`src/rtl/uart_tx_frame_packer.sv`:
```
// Packs one tracker box result into an 11-byte UART frame (2 header, 8 payload, checksum)
// and feeds it one byte at a time through the transmitter's 1-cycle enable/done handshake.
module uart_tx_frame_packer #(
    parameter logic [7:0]  HDR0    = 8'h55,
    parameter logic [7:0]  HDR1    = 8'hAA,
    parameter logic [7:0]  GAP     = 8'd0,
    parameter logic [17:0] TIMEOUT = 18'd150000
) (
    input  logic        iclk,
    input  logic        irst,
    input  logic        frame_start_i,
    input  logic [15:0] box_x_i,
    input  logic [15:0] box_y_i,
    input  logic [15:0] box_w_i,
    input  logic [15:0] box_h_i,
    output logic [7:0]  uart_tx_data_o,
    output logic        uart_tx_en_o,
    input  logic        uart_tx_done_i,
    output logic        busy_o,
    output logic        frame_done_o,
    output logic        timeout_o,
    output logic [7:0]  drop_cnt_o
);

    localparam int unsigned BYTE_W = 8;
    localparam int unsigned IDX_W  = 4;
    localparam int unsigned TMO_W  = 18;
    localparam int unsigned BOX_W  = 16;
    localparam logic [IDX_W-1:0]  LAST_IDX = IDX_W'(10);
    localparam logic [BYTE_W-1:0] DROP_MAX = BYTE_W'(255);

    typedef struct packed {
        logic [BOX_W-1:0] x;
        logic [BOX_W-1:0] y;
        logic [BOX_W-1:0] w;
        logic [BOX_W-1:0] h;
    } box_t;

    typedef enum logic [1:0] {
        ST_IDLE,
        ST_SEND,
        ST_WAIT,
        ST_GAP
    } state_t;

    state_t             state;
    box_t               box;
    logic [IDX_W-1:0]   idx;
    logic [TMO_W-1:0]   tmo_cnt;
    logic [BYTE_W-1:0]  gap_cnt;
    logic [BYTE_W-1:0]  csum_c;

    // Checksum over the latched payload only; headers are excluded.
    always_comb begin
        csum_c = box.x[15:8] + box.x[7:0] + box.y[15:8] + box.y[7:0]
               + box.w[15:8] + box.w[7:0] + box.h[15:8] + box.h[7:0];
    end

    function automatic logic [BYTE_W-1:0] frame_byte(
        input logic [IDX_W-1:0]  i,
        input box_t              b,
        input logic [BYTE_W-1:0] cs
    );
        case (i)
            4'd0:    frame_byte = HDR0;
            4'd1:    frame_byte = HDR1;
            4'd2:    frame_byte = b.x[15:8];
            4'd3:    frame_byte = b.x[7:0];
            4'd4:    frame_byte = b.y[15:8];
            4'd5:    frame_byte = b.y[7:0];
            4'd6:    frame_byte = b.w[15:8];
            4'd7:    frame_byte = b.w[7:0];
            4'd8:    frame_byte = b.h[15:8];
            4'd9:    frame_byte = b.h[7:0];
            default: frame_byte = cs;
        endcase
    endfunction

    // Enable and data are loaded on the transition into SEND so the strobe lines up with that state.
    always_ff @(posedge iclk) begin
        if (irst) begin
            state          <= ST_IDLE;
            box            <= '0;
            idx            <= '0;
            tmo_cnt        <= '0;
            gap_cnt        <= '0;
            uart_tx_data_o <= '0;
            uart_tx_en_o   <= 1'b0;
            busy_o         <= 1'b0;
            frame_done_o   <= 1'b0;
            timeout_o      <= 1'b0;
            drop_cnt_o     <= '0;
        end else begin
            uart_tx_en_o <= 1'b0;
            frame_done_o <= 1'b0;
            timeout_o    <= 1'b0;

            if (frame_start_i && busy_o && (drop_cnt_o != DROP_MAX)) begin
                drop_cnt_o <= drop_cnt_o + BYTE_W'(1);
            end

            case (state)
                ST_IDLE: begin
                    if (frame_start_i) begin
                        box            <= '{x: box_x_i, y: box_y_i, w: box_w_i, h: box_h_i};
                        idx            <= '0;
                        uart_tx_en_o   <= 1'b1;
                        uart_tx_data_o <= HDR0;
                        busy_o         <= 1'b1;
                        state          <= ST_SEND;
                    end
                end

                ST_SEND: begin
                    tmo_cnt <= '0;
                    state   <= ST_WAIT;
                end

                ST_WAIT: begin
                    tmo_cnt <= tmo_cnt + TMO_W'(1);
                    if (uart_tx_done_i) begin
                        if (idx == LAST_IDX) begin
                            busy_o       <= 1'b0;
                            frame_done_o <= 1'b1;
                            state        <= ST_IDLE;
                        end else begin
                            idx <= idx + IDX_W'(1);
                            if (GAP == 8'd0) begin
                                uart_tx_en_o   <= 1'b1;
                                uart_tx_data_o <= frame_byte(idx + IDX_W'(1), box, csum_c);
                                state          <= ST_SEND;
                            end else begin
                                gap_cnt <= '0;
                                state   <= ST_GAP;
                            end
                        end
                    end else if (tmo_cnt == TIMEOUT - TMO_W'(1)) begin
                        busy_o    <= 1'b0;
                        timeout_o <= 1'b1;
                        state     <= ST_IDLE;
                    end
                end

                ST_GAP: begin
                    if (gap_cnt == GAP - BYTE_W'(1)) begin
                        uart_tx_en_o   <= 1'b1;
                        uart_tx_data_o <= frame_byte(idx, box, csum_c);
                        state          <= ST_SEND;
                    end else begin
                        gap_cnt <= gap_cnt + BYTE_W'(1);
                    end
                end

                default: begin
                    busy_o <= 1'b0;
                    state  <= ST_IDLE;
                end
            endcase
        end
    end

endmodule

```
`config.mk`:
```
export PLATFORM = sky130hd
export DESIGN_NAME = uart_tx_frame_packer
export DESIGN_NICKNAME = d
export VERILOG_FILES = /design/src/rtl/uart_tx_frame_packer.sv
export SDC_FILE = /design/constraint.sdc
export NUM_CORES = 1
export LEC_CHECK = 0
export CORE_MARGIN = 1
export CORE_UTILIZATION = 40
export DETAILED_ROUTE_END_ITERATION = 10
export SLEW_MARGIN = 25
export SYNTH_ARGS = -nofsm -noshare
export SYNTH_HDL_FRONTEND = slang
export SYNTH_SLANG_ARGS = --single-unit
export TNS_END_PERCENT = 20
```
`constraint.sdc`:
```
create_clock -name iclk -period 11.4 [get_ports iclk]
set_input_delay 2.28 -clock iclk [delete_from_list [all_inputs] [get_ports iclk]]
set_output_delay 2.28 -clock iclk [all_outputs]
set_load 0.005 [all_outputs]
```
=== Word level (Yosys, flattened, before mapping) ===
Cells that the tools add are included.
Widths: inputs -> output; s select.

* Bits of input ports: 68
* Register bits: 116

* Multiplexer cells: 30
* Bitwise logic cells: 3
* $add $sub $neg: 11
* Reductions and logical operators: 16
* Equal/unequal tests: 31

{| class="wikitable"
|+ Operators with widths
! cell !! number
|-
| $pmux 8 s10 || 2
|-
| $add 8x8->8 || 7
|-
| $pmux 18 s2 || 1
|-
| $eq 4x3->1 const B || 8
|-
| $mux 8 || 4
|-
| $pmux 8 s3 || 1
|-
| $eq 4x4->1 const B || 5
|-
| $add 18x1->18 const B || 1
|-
| $eq 18x18->1 const B || 1
|-
| $add 8x1->8 const B || 2
|-
| $eq 4x2->1 const B || 4
|-
| $mux 4 || 3
|-
| $mux 1 || 11
|-
| $eq 4x1->1 const B || 2
|-
| $eq 8x8->1 const B || 1
|-
| $logic_not 4->1 || 2
|-
| $mux 2 || 4
|-
| $ne 2x2->1 const B || 4
|-
| $ne 8x8->1 const B || 1
|-
| $pmux 2 s4 || 1
|-
| $pmux 4 s2 || 1
|-
| $reduce_and 4->1 || 2
|-
| $ne 3x3->1 const B || 2
|-
| $reduce_or 3->1 || 2
|-
| 13 further kinds || 19
|}

=== Depth between registers and ports, before layout ===
* Depth after elaboration: 11
* Depth in mapped cells: 18
* Gate-level depth less buffers: 18

=== Least setup slack after synthesis ===
No wires, ideal clock.

* Kind: register -> register
* Start point: register box[3] (netlist bit)
* End point: register uart_tx_data_o[7]
* Clock period less this slack: 4.304 ns
* Arrival: 4.173 ns
* Buffers on the path: 0
* Stages on the path, launching flop included: 17
* Slack: 7.096 ns
* Library setup time: 0.131 ns
* Cell sequence: dfxtp_1 > inv_1 > fa_1 > inv_1 > fa_1 > fa_1 > inv_1 > fa_1 > inv_1 > ha_1 > a21o_1 > a311o_1 > a21oi_1 > xnor3_1 > o21ai_1 > a221oi_1 > nor3_1

* Cells in the longest elaborated chain, start to end: 5

{| class="wikitable"
|+ Ends and longest elaborated chain
! element !! RTL line !! RTL
|-
| start, declared || 47 || <nowiki>box_t box;</nowiki>
|-
| start signal, assigned || 105 || <nowiki>box <= '{x: box_x_i, y: box_y_i, w: box_w_i, h: box_h_i};</nowiki>
|-
| $add 8x8->8 (*) || 56 || <nowiki>+ box.w[15:8] + box.w[7:0] + box.h[15:8] + box.h[7:0];</nowiki>
|-
| $pmux 8 s10 || 64 || <nowiki>case (i)</nowiki>
|-
| $mux 8 || 122 || <nowiki>if (idx == LAST_IDX) begin</nowiki>
|-
| $mux 8 || 121 || <nowiki>if (uart_tx_done_i) begin</nowiki>
|-
| $pmux 8 s3 (*) || 102 || <nowiki>case (state)</nowiki>
|-
| end signal, assigned || 130 || <nowiki>uart_tx_data_o <= frame_byte(idx + IDX_W'(1), box, csum_c);</nowiki>
|-
| end signal, assigned || 147 || <nowiki>uart_tx_data_o <= frame_byte(idx, box, csum_c);</nowiki>
|-
| end, declared || 16 || <nowiki>output logic [7:0] uart_tx_data_o,</nowiki>
|}

Mark *: on every way between the ends. The rest lies on a longest branch, timed or not. The select of a mux whose other input is x is not followed.
A chain may end at the register's enable or synchronous reset.

=== Worst setup path after layout ===
* Start point: register box[27] (netlist bit)
* End point: register uart_tx_data_o[7]

* Cells in the longest elaborated chain, start to end: 8

{| class="wikitable"
|+ Ends and longest elaborated chain
! element !! RTL line
|-
| $add 8x8->8 (*) (4 in a row) || 56
|-
| $pmux 8 s10 || 64
|-
| $mux 8 || 122
|-
| $mux 8 || 121
|-
| $pmux 8 s3 (*) || 102
|}

Marked as above.

==> flow_summary.ini <==
[status]
status = finished clean

[logic_synthesis]
seq_area_frac_synth_pct = 32.1
syn_area_sq_um = 7230
synth_nets = 1022
syn_inst = 895
synth_cell_types = 69
async_flop_share_pct = 0
ys_seq_elements = 116
synth_edf_count = 0
yosys_most_used_dff = dfxtp_1
ys_warn_count = 0
syn_avg_cell_area_sq_um = 8.08

[critical_path]
arrival_ps = 4830
critPathKind = reg2reg
worstPathRequired_ps = 11670
worstReg2RegStart = box[27]
rr_endpoint = uart_tx_data_o[7]
end_kind = register
start_kind = register
reg2reg_slack_ps = 6840
rr_worst_depth = 16
crit_fanout = 4

[sta]
fin_crit_sh_pct = 40.0
post-route-min-period_ps = 4560
finalMaxSlewViolations = 0
fmax_mhz = 219
rsz0062_at_grt = false
skew_ps = 6.76
tns_ps = 0
setup_viol = 0
tightest_slew_ps = 1100
hold_violations = 0
max_slew_margin_pct = 26.5
fin_ws_ps = 6840

[clock_network]
postCtsSetupRepairBufs = 0
h-tree-depth = 4
clockBufferDepth = 2
cts_sinks = 116
cts_root_buffer = clkbuf_16
cts_tree = done
cts_hold_buf = 0
cts_made_buffers = 17
cts_resized = 0
clkTransAtPathRegs_ps = 60
clock_latency_ps = 420

[global_route]
antenna_found_initial = 0
grt_pass1_vias = 6332
overflow = 0
grt_max_degree = 66
grt.total_usage_pct = 24.2
grt_pass1_wl_um = 33900

[drt]
wirelength_um = 21200
drtIter0Drc = 680
vias_per_cell = 5.55
drt_pass1_iterations = 9
drc = 0
wl_per_cell_um = 17.8
detail-route-antenna-nets = 0
num_vias = 6602

[die]
rows = 48
die_area_sq_um = 18600
start_util_pct = 41.4
core_area_sq_um = 17500
dieHeight_um = 136
die_w_um = 136
io_pins = 88

[final_layout]
drive_gt1_share_pct = 5.71
fin_util_pct = 49.9
area_delta_synth_final_pct = 20.7
finalNetCount = 1079
antennaDiodeCount = 0

[min_path]
hp-start = box[3]
min_to = box[3]
min_path_cells = 2
hold_class = reg2reg

[flow_run]
maxCapViolations = 0

[pwr]
ir_worst_vdd_uv = 124
p_per_area_nw_per_um2 = 213
p_leak_uw = 0.00332

[place]
place_congestion = 0.900
portBuffers = 87
dpl.hpwl_um = 15400
dp_slack_ps = 6880
critical path: stages, from the launching register on:
cell and delay, ps:
dfxtp_1 370, inv_1 80, fa_1 540, inv_1 50, fa_1 470, fa_1 540, inv_1 60, fa_1 600
inv_1 60, ha_1 280, a21o_1 190, a311o_1 340, a21oi_1 180, xnor3_1 180, o21ai_1 70, a221oi_1 310
nor3_1 80
routing by layer:
metal,up-vias,share of wire (%),track usage (%)
met5,-,0,0
met4,0,1.9,8.58
met3,38,7.8,6.23
met2,250,45,37.4
met1,3136,45,32.3
li1,3178,-,-
power by group:
part | internal (uW) | leakage (uW) | switching, uW | total [uW]
logic | 361 | 0.00212 | 473 | 835
clock network | 281 | 0.000251 | 198 | 479
registers | 468 | 0.000947 | 80.7 | 548
total | 1110 | 0.00332 | 752 | 1860
cells by family after synthesis:
logic type	count (synthesis)	share of synthesized area (%)
adder cells (fa/ha/maj)	59	14.3
AND/OR/NAND/NOR	308	19.0
multiplexers	5	0.726
AO/OA/AOI/OAI	218	20.4
XOR/XNOR	45	5.64
flip-flops	116	32.1
buffers and inverters	144	7.92
state kept, by name, indices dropped and copies added (netlist names):
name and count:
state 2, uart_tx_en_o 1, gap_cnt 8, frame_done_o 1, idx 4, timeout_o 1
uart_tx_data_o 8, drop_cnt_o 8, tmo_cnt 18, busy_o 1, box 64
how the worst max path moves through the flow:
stage	slack, ps	start	to
after floorplan	7100	box[3]	uart_tx_data_o[7]
after global placement	6910	box[27]	uart_tx_data_o[7]
after detailed placement	6880	box[3]	uart_tx_data_o[7]
after CTS	6850	box[3]	uart_tx_data_o[7]
after global routing	6610	box[27]	uart_tx_data_o[7]
final	6840	box[27]	uart_tx_data_o[7]
per-stage QoR:
stage	area, sq um	power (uW)	hold WS [ps]	instances
floorplan	7230	1150	448	895
global placement	8200	1380	461	1158
detailed placement	8200	1390	463	1158
CTS	8730	1880	471	1189
global route	8730	2020	508	1189
finish	8730	1860	473	1189
cells in the final DEF (no fill, tap or decap), drive strengths merged, types with 5 or more instances in the layout:
master / count
a211oi: 10
a21o: 6
a21oi: 86
a221oi: 10
a222oi: 7
a22o: 5
a22oi: 18
a31oi: 8
a32oi: 8
and2: 7
and3: 14
buf: 9
clkbuf: 19
clkdlybuf4s50: 86
clkinv: 7
dfxtp: 116
fa: 39
ha: 20
inv: 88
nand2: 158
nand3: 28
nand4: 7
nor2: 57
nor3: 12
o21ai: 23
xnor2: 23
xor2: 21
cell type report:
class	count	area (sq um)
clock buffer	19	443
clock inverter	12	85.1
fill	1727	8750
inverter	87	327
multi-input combinational	635	4350
sequential	116	2320
tap	225	282
timing repair buffer	95	926
synthesized netlist by cell type, types with 3 or more instances:
master | number | area [sq um]
o21ai_0 | 21 | 105
a31oi_1 | 8 | 50.1
xor2_1 | 21 | 184
o22ai_1 | 3 | 18.8
a22o_1 | 5 | 43.8
clkbuf_1 | 34 | 128
a21oi_1 | 85 | 425
a221oi_2 | 3 | 45.0
nand2_1 | 158 | 593
nor2_1 | 57 | 214
a21o_1 | 6 | 45.0
nor3_1 | 11 | 55.1
buf_1 | 6 | 22.5
o221ai_1 | 4 | 35.0
nand3_1 | 28 | 140
nand4_1 | 7 | 43.8
nor4b_1 | 4 | 35.0
and3_1 | 14 | 87.6
a222oi_1 | 7 | 70.1
a221oi_1 | 7 | 61.3
buf_2 | 14 | 70.1
o21a_1 | 4 | 30.0
nor2b_1 | 4 | 25.0
nand2b_1 | 4 | 25.0
a211oi_1 | 10 | 75.1
o221a_1 | 3 | 33.8
ha_1 | 20 | 250
fa_1 | 39 | 781
or3_1 | 3 | 18.8
dfxtp_1 | 116 | 2320
a22oi_1 | 18 | 135
and2_1 | 6 | 37.5
inv_1 | 85 | 319
a32oi_1 | 8 | 70.1
mux2i_1 | 3 | 30.0
xnor2_1 | 23 | 201
No activity file was read; power rests on OpenSTA's default activity.
